<file path="src/rtl/feature_map_scheduler.sv">
// feature_map_scheduler
//   Walks one feature map in raster order, one vector per accepted beat. It
//   drives the capture enable of the per-channel stream register and tags
//   every registered vector with its row/column. It sits between the layer
//   output buffer and the next layer's convolution window builder.
//
//   Optional feature: define FMS_ZERO_PAD_EN to scan a one-position zero
//   border around the map. Border beats select a zero vector through
//   pad_insert and never consume upstream data.
//
// Ports
//   clk            clock, all logic on posedge
//   rst_n          synchronous reset, active-low
//   start          pulse, begins a frame when idle
//   in_valid       upstream vector valid
//   in_ready       upstream may transfer this cycle
//   out_ready      downstream can take a vector next cycle
//   features_valid capture enable to the stream register (combinational)
//   pad_insert     select zero vector this beat (always 0 without padding)
//   out_valid      stream register holds a new vector (registered)
//   out_row        row tag of the vector at the stream output
//   out_col        column tag of the vector at the stream output
//   frame_done     one-cycle pulse while the last vector is at the output
//   busy           high from the accepted start through frame_done
module feature_map_scheduler #(
    parameter int MAP_WIDTH  = 28,
    parameter int MAP_HEIGHT = 28,
    parameter int COL_W      = $clog2(MAP_WIDTH + 2),
    parameter int ROW_W      = $clog2(MAP_HEIGHT + 2)
) (
    input  logic             clk,
    input  logic             rst_n,
    input  logic             start,
    input  logic             in_valid,
    output logic             in_ready,
    input  logic             out_ready,
    output logic             features_valid,
    output logic             pad_insert,
    output logic             out_valid,
    output logic [ROW_W-1:0] out_row,
    output logic [COL_W-1:0] out_col,
    output logic             frame_done,
    output logic             busy
);

`ifdef FMS_ZERO_PAD_EN
    localparam int GRID_W = MAP_WIDTH + 2;
    localparam int GRID_H = MAP_HEIGHT + 2;
`else
    localparam int GRID_W = MAP_WIDTH;
    localparam int GRID_H = MAP_HEIGHT;
`endif

    localparam logic [COL_W-1:0] LAST_COL = COL_W'(GRID_W - 1);
    localparam logic [ROW_W-1:0] LAST_ROW = ROW_W'(GRID_H - 1);

    typedef enum logic [1:0] {
        ST_IDLE   = 2'd0,
        ST_STREAM = 2'd1,
        ST_DONE   = 2'd2
    } state_t;

    state_t           state_r;
    logic [ROW_W-1:0] row_r;
    logic [COL_W-1:0] col_r;
    logic             out_valid_r;
    logic [ROW_W-1:0] out_row_r;
    logic [COL_W-1:0] out_col_r;
    logic             frame_done_r;
    logic             busy_r;

    logic             in_ready_s;
    logic             beat_s;
    logic             pad_s;
    logic             at_last_s;

`ifdef FMS_ZERO_PAD_EN
    logic             border_s;

    // Border detection on the padded grid: first/last row or column
    always_comb begin
        border_s = 1'b0;
        if ((row_r == '0) || (row_r == LAST_ROW) ||
            (col_r == '0) || (col_r == LAST_COL)) begin
            border_s = 1'b1;
        end else begin
            border_s = 1'b0;
        end
    end
`endif

    // Handshake decode: beats only in STREAM and only when downstream can take one
    always_comb begin
        in_ready_s = 1'b0;
        beat_s     = 1'b0;
        pad_s      = 1'b0;
        if (state_r == ST_STREAM) begin
`ifdef FMS_ZERO_PAD_EN
            if (border_s) begin
                // Zero vector is generated locally, upstream is not consulted
                pad_s      = 1'b1;
                in_ready_s = 1'b0;
                beat_s     = out_ready;
            end else begin
                pad_s      = 1'b0;
                in_ready_s = out_ready;
                beat_s     = in_valid & out_ready;
            end
`else
            in_ready_s = out_ready;
            beat_s     = in_valid & out_ready;
`endif
        end else begin
            in_ready_s = 1'b0;
            beat_s     = 1'b0;
            pad_s      = 1'b0;
        end
    end

    // Last raster position of the scanned grid
    always_comb begin
        at_last_s = 1'b0;
        if ((row_r == LAST_ROW) && (col_r == LAST_COL)) begin
            at_last_s = 1'b1;
        end else begin
            at_last_s = 1'b0;
        end
    end

    // Frame FSM, raster counters and one-cycle-latency output tags
    always_ff @(posedge clk) begin
        if (!rst_n) begin
            state_r      <= ST_IDLE;
            row_r        <= '0;
            col_r        <= '0;
            out_valid_r  <= 1'b0;
            out_row_r    <= '0;
            out_col_r    <= '0;
            frame_done_r <= 1'b0;
            busy_r       <= 1'b0;
        end else begin
            // The output stage simply mirrors the beat of the previous cycle
            out_valid_r  <= beat_s;
            frame_done_r <= beat_s & at_last_s;
            if (beat_s) begin
                out_row_r <= row_r;
                out_col_r <= col_r;
            end

            case (state_r)
                ST_IDLE: begin
                    if (start) begin
                        state_r <= ST_STREAM;
                        row_r   <= '0;
                        col_r   <= '0;
                        busy_r  <= 1'b1;
                    end
                end
                ST_STREAM: begin
                    if (beat_s) begin
                        if (col_r == LAST_COL) begin
                            col_r <= '0;
                            // Row stays at the last row when the frame ends
                            if (row_r == LAST_ROW) begin
                                state_r <= ST_DONE;
                            end else begin
                                row_r <= row_r + ROW_W'(1);
                            end
                        end else begin
                            col_r <= col_r + COL_W'(1);
                        end
                    end
                end
                ST_DONE: begin
                    state_r <= ST_IDLE;
                    busy_r  <= 1'b0;
                end
                default: begin
                    state_r <= ST_IDLE;
                    busy_r  <= 1'b0;
                end
            endcase
        end
    end

    assign in_ready       = in_ready_s;
    assign features_valid = beat_s;
    assign pad_insert     = pad_s;
    assign out_valid      = out_valid_r;
    assign out_row        = out_row_r;
    assign out_col        = out_col_r;
    assign frame_done     = frame_done_r;
    assign busy           = busy_r;

endmodule

</file>
<file path="config.mk">
export PLATFORM = sky130hd
export DESIGN_NAME = feature_map_scheduler
export DESIGN_NICKNAME = d
export VERILOG_FILES = /design/src/rtl/feature_map_scheduler.sv
export SDC_FILE = /design/constraint.sdc
export NUM_CORES = 1
export LEC_CHECK = 0
export BUFFER_PORTS_ARGS = -buffer_cell sky130_fd_sc_hd__buf_2
export CORE_MARGIN = 4
export CORE_UTILIZATION = 42
export DETAILED_ROUTE_END_ITERATION = 6
export GPL_ROUTABILITY_DRIVEN = 0
export SLEW_MARGIN = 25
export SYNTH_ARGS = -nofsm -noshare
export SYNTH_HDL_FRONTEND = slang
export SYNTH_SLANG_ARGS = --single-unit
</file>
<file path="constraint.sdc">
create_clock -name clk -period 4.2 [get_ports clk]
set_input_delay 0.21 -clock clk [delete_from_list [all_inputs] [get_ports clk]]
set_output_delay 0.21 -clock clk [all_outputs]
set_load 0.005 [all_outputs]
</file>
After elaboration in Yosys (flattened, before gate mapping)
Cells that the tools add are included.

Bitwise logic cells: 3. Muxes and demuxes: 18. Shift operators: 0. $mul: 0. Magnitude comparators: 0. $add $sub $neg: 2. Divide/modulo/power cells: 0. Reduce and logical (&&, ||, !) cells: 7. Equality and inequality tests: 8.

Operators by type and width (count): $mux W5 (6); $pmux W5 S2 (2); $add A5 B1 Y5 const B (2); $eq A5 B5 Y1 const B (2); $mux W2 (4); $ne A2 B2 Y1 const B (3); $reduce_and A5 Y1 (1); $mux W1 (4); $ne A2 B1 Y1 const B (2); $pmux W2 S2 (1); $reduce_and A4 Y1 (1); $reduce_and A3 Y1 (1); $and A1 B1 Y1 (2); $eq A2 B1 Y1 const B (1); $logic_not A2 Y1 (1); $pmux W1 S2 (1); $reduce_and A2 Y1 (1); $reduce_bool A2 Y1 (1); $logic_and A1 B1 Y1 (1); $not A1 Y1 (1).

ROM bits: 0. Bits in latches: 0. Output and inout bits: 16. Logic and storage cells: 46. Input port bits: 5. Memories kept: 0. Memory bits (writable): 0. Register bits: 25.

Logic depth before layout (Yosys ltp)
Word-level depth: 5. Depth in mapped cells: 6. Mapped depth without buffers: 5.

Worst setup path after synthesis
Ideal clock, no wire load.

Path kind: register to register. Start point: register col_r[0]. End point: register row_r[3]. Slack: 2.797 ns. Data required time: 4.075 ns. Cell stages (with the launch flop): 7. Arrival: 1.278 ns. Clock period less this slack: 1.403 ns. Library setup time: 0.125 ns. Cell sequence: dfxtp_1 ha_1 and4b_1 buf_6 a41oi_1 o211ai_1 o31ai_1.

Longest elaborated chain between the ends: 3.

RTL lines: from (decl) (line 65) `logic [COL_W-1:0] col_r;`; from (signal assigned) (line 170) `col_r <= col_r + COL_W'(1);`; $eq A5 B5 Y1 (line 161) `if (col_r == LAST_COL) begin`; $ne A2 B1 Y1 (no source line); $reduce_and A5 Y1 (no source line); to (signal assigned) (line 167) `row_r <= row_r + ROW_W'(1);`; to (decl) (line 64) `logic [ROW_W-1:0] row_r;`.

No other way between the ends. A chain may end at the register's enable or synchronous reset.

Worst setup path in the final report
Start point: register state_r[0]. End point: output features_valid.

Longest elaborated chain between the ends: 2.

RTL lines: from (decl) (line 63) `state_t state_r;`; from (signal assigned) (line 133) `state_r <= ST_IDLE;`; from (signal assigned) (line 153) `state_r <= ST_STREAM;`; from (signal assigned) (line 165) `state_r <= ST_DONE;`; $eq A2 B1 Y1 (line 97) `if (state_r == ST_STREAM) begin`; $mux W1 (line 97); to (decl) (line 37) `output logic features_valid,`.

No other way between the ends.

==> results.sh <==
export IMPL_instances_no_fill=174
export IMPL_syn_nets=134
export IMPL_p_leak_nw=0.485
export IMPL_clk_pin_slew_ps=130
export IMPL_syn_area_um2=1080
export IMPL_fin_worst_skew_ps=2.00
export IMPL_synth_top_cells_by_area="dfxtp_1, nand2_1, a21oi_1"
export IMPL_antenna_found_initial=0
export IMPL_grt_max_degree=20
export IMPL_synth_cells=127
export IMPL_io_pins=21
export IMPL_drtIter0Drc=28
export IMPL_crit_chain="nand4b_4, inv_2, buf_2"
export IMPL_cts_buffer_depth=2
export IMPL_num_nets_final=152
export IMPL_grt_first_pass_wirelength_um=4020
export IMPL_cts_made_buffers=3
export IMPL_start_kind="flop"
export IMPL_cts_tree="yes"
export IMPL_synth_cell_types=35
export IMPL_path_delay_family="flip-flops"
export IMPL_worst_path_max_delay_cell="dfxtp_1"
export IMPL_drc=0
export IMPL_wl_um=2260
export IMPL_hold_path_class="input pin to flop"
export IMPL_cts_sinks=25
export IMPL_initial_core_util_pct=44.0
export IMPL_cts_setup_buffers=0
export IMPL_tns_ps=0
export IMPL_num_vias=971
export IMPL_yosysWarnings=0
export IMPL_die_w_um=58.7
export IMPL_insertion_delay_ps=320
export IMPL_outcome="finished, final reports clean"
export IMPL_cp_end_kind="primary output"
export IMPL_multi_input_area_um2=524
export IMPL_io_buffer_count=19
export IMPL_top_usage_layer="met2"
export IMPL_die_area_um2=3450
export IMPL_fillers=253
export IMPL_antenna_left=0
export IMPL_maxCapViolations=0
export IMPL_synth_area_leader_cell="dfxtp_1"
export IMPL_gr_usage_met3_pct=2.85
export IMPL_met2_usage_pct=25.0
export IMPL_synth_seq_cells=25
export IMPL_diodes=0
export IMPL_cts_hold_buf=0
export IMPL_peakVddDrop_mv=0.231
export IMPL_worstPathRequired_ps=3990
export IMPL_timing_final_crit_period_ps=1750
export IMPL_rows=18
export IMPL_cts_resized_gates=0
export IMPL_rsz0062_at_grt="no"
export IMPL_report_final_hold_viol_count=0
export IMPL_die_height_um=58.7
export IMPL_crit_buf_inv=2
export IMPL_dp_hpwl_um=1550
export IMPL_cts_root_buf="clkbuf_4"
export IMPL_final_max_slew_violation_count=0
export IMPL_drtPass1Iterations=4
export IMPL_grt_usage_pct=14.9
export IMPL_netlist_area_leader_share_pct=46.3
export IMPL_area_delta_synth_final_pct=11.1
export IMPL_use_met1_pct=18.1
export IMPL_viasPerCell=5.58
export IMPL_max_clock_freq_ghz=0.573
export IMPL_power_density_nw_per_um2=311
export IMPL_core_area_um2=2450
export IMPL_min_period_over_period_pct=41.6
export IMPL_drive_gt1_share_pct=20.8
export IMPL_seq_area_frac_synth_pct=46.3
export IMPL_grt_pass1_vias=905
export IMPL_slowest_delay_ps=480
export IMPL_setup_violations=0
export IMPL_critPathArrivalTime_ps=1540
export IMPL_gr_total_overflow=0
export IMPL_crit_type="flop to primary output"
export IMPL_routedWlPerCell_um=13.0
export IMPL_cts_htree_levels=1
export IMPL_syn_mean_instance_area_um2=8.50
export IMPL_cp_max_fo=16
export IMPL_regArea_um2=500
export IMPL_dp_cells=170
## logic make-up (layout without fill, tap and decap cells)
family | count (synthesis) | in the layout | synth area share, %
other | 1 | 1 | 0.347
buffers and inverters | 10 | 27 | 5.10
adders and majority gates | 2 | 2 | 2.32
AOI/OAI and AO/OA | 34 | 34 | 19.8
and+or+nand+nor | 55 | 55 | 26.1
DFF | 25 | 25 | 46.3
## Yosys cell counts, drive strengths merged
cell / count
a21oi: 16
buf: 5
nand4b: 3
inv: 4
nand2: 23
and2: 1
nand3: 4
nor4: 1
a21o: 1
o21ai: 4
clkbuf: 1
nand4: 3
nor2: 12
nor2b: 1
and4b: 2
a31oi: 3
nor3: 2
o31ai: 2
a211oi: 3
or3: 1
conb: 1
nand2b: 2
ha: 2
a22oi: 1
dfxtp: 25
o211ai: 2
a41oi: 2
## metal layers
metal | wire [um] | vias up
li1 | - | 487
met2 | 1080 | 18
met3 | 68 | 6
met4 | 48 | 0
met5 | 0 | -
met1 | 1070 | 460
## layout by cell type (no fill, tap or decap)
cell      netlist  final
o31ai_1         2      2
a211oi_2        1      1
a31oi_1         3      3
a22oi_1         1      1
nand3_1         4      4
and4b_1         2      2
a21oi_2         1      1
dfxtp_1        25     25
a21o_2          1      1
nand2_2         1      1
nor2_1         12     12
nand2b_1        2      2
a211oi_1        2      2
buf_2           2     19
ha_1            2      2
clkinv_2        0      1
and2_1          1      1
nand4b_1        2      2
conb_1          1      1
nand4b_4        1      1
inv_1           2      2
o21ai_0         1      1
nor2b_1         1      1
o21ai_1         3      3
a41oi_1         2      2
nand4_1         3      3
nand2_1        22     22
inv_2           2      2
a21oi_1        15     15
clkbuf_4        0      3
or3_1           1      1
nor3_1          2      2
o211ai_1        2      2
nor4_1          1      1
## worst register-to-register path, delay by kind of cell (launching register included)
kind / cells / cell delay [ps]
compound gates: 3 / 440
flops: 1 / 420
simple gates: 1 / 420
fa+ha+maj: 1 / 270
## power by group
| part | total [mW] | switching [mW] | internal (mW) |
|---|---|---|---|
| sequential | 0.241 | 0.00220 | 0.239 |
| clock | 0.108 | 0.0720 | 0.0357 |
| combinational | 0.0245 | 0.0163 | 0.00817 |
## worst paths after layout
path / startpoint / end / slack [ps] / depth (start not counted)
max reg2reg: col_r[0] / row_r[3] / 2550 / 5
max: state_r[0] / features_valid / 2450 / 3
min: start / state_r[0] / 150 / 3
min reg2reg: out_row[4] / out_row[4] / 460 / 2
## sequential cells by signal, indices dropped and copies added, names as in the netlist
register,cells
row_r,5
frame_done,1
col_r,5
out_row,5
busy,1
state_r,2
out_col,5
out_valid,1
## final cells by class
type | count | share of cell area, %
clock buffers | 3 | 1.88
clock inverters | 1 | 0.417
inverters | 4 | 1.25
multi-input cells | 92 | 43.7
flip-flops and latches | 25 | 41.7
well taps | 30 | 3.13
repair buffers | 19 | 7.92
## stage by stage
step	setup slack [ps]	power (mW)	hold WS, ps	util, %	instance area [um^2]
6_report	2450	0.374	155	48.9	1200
3_5_place_dp	2590	0.271	445	47.8	1170
5_1_grt	2320	0.391	146	48.9	1200
3_3_place_gp	2660	0.271	440	47.8	1170
2_1_floorplan	2800	0.263	350	-	1080
4_1_cts	2430	0.378	150	48.9	1200
Power figures use the tool's default switching activity.
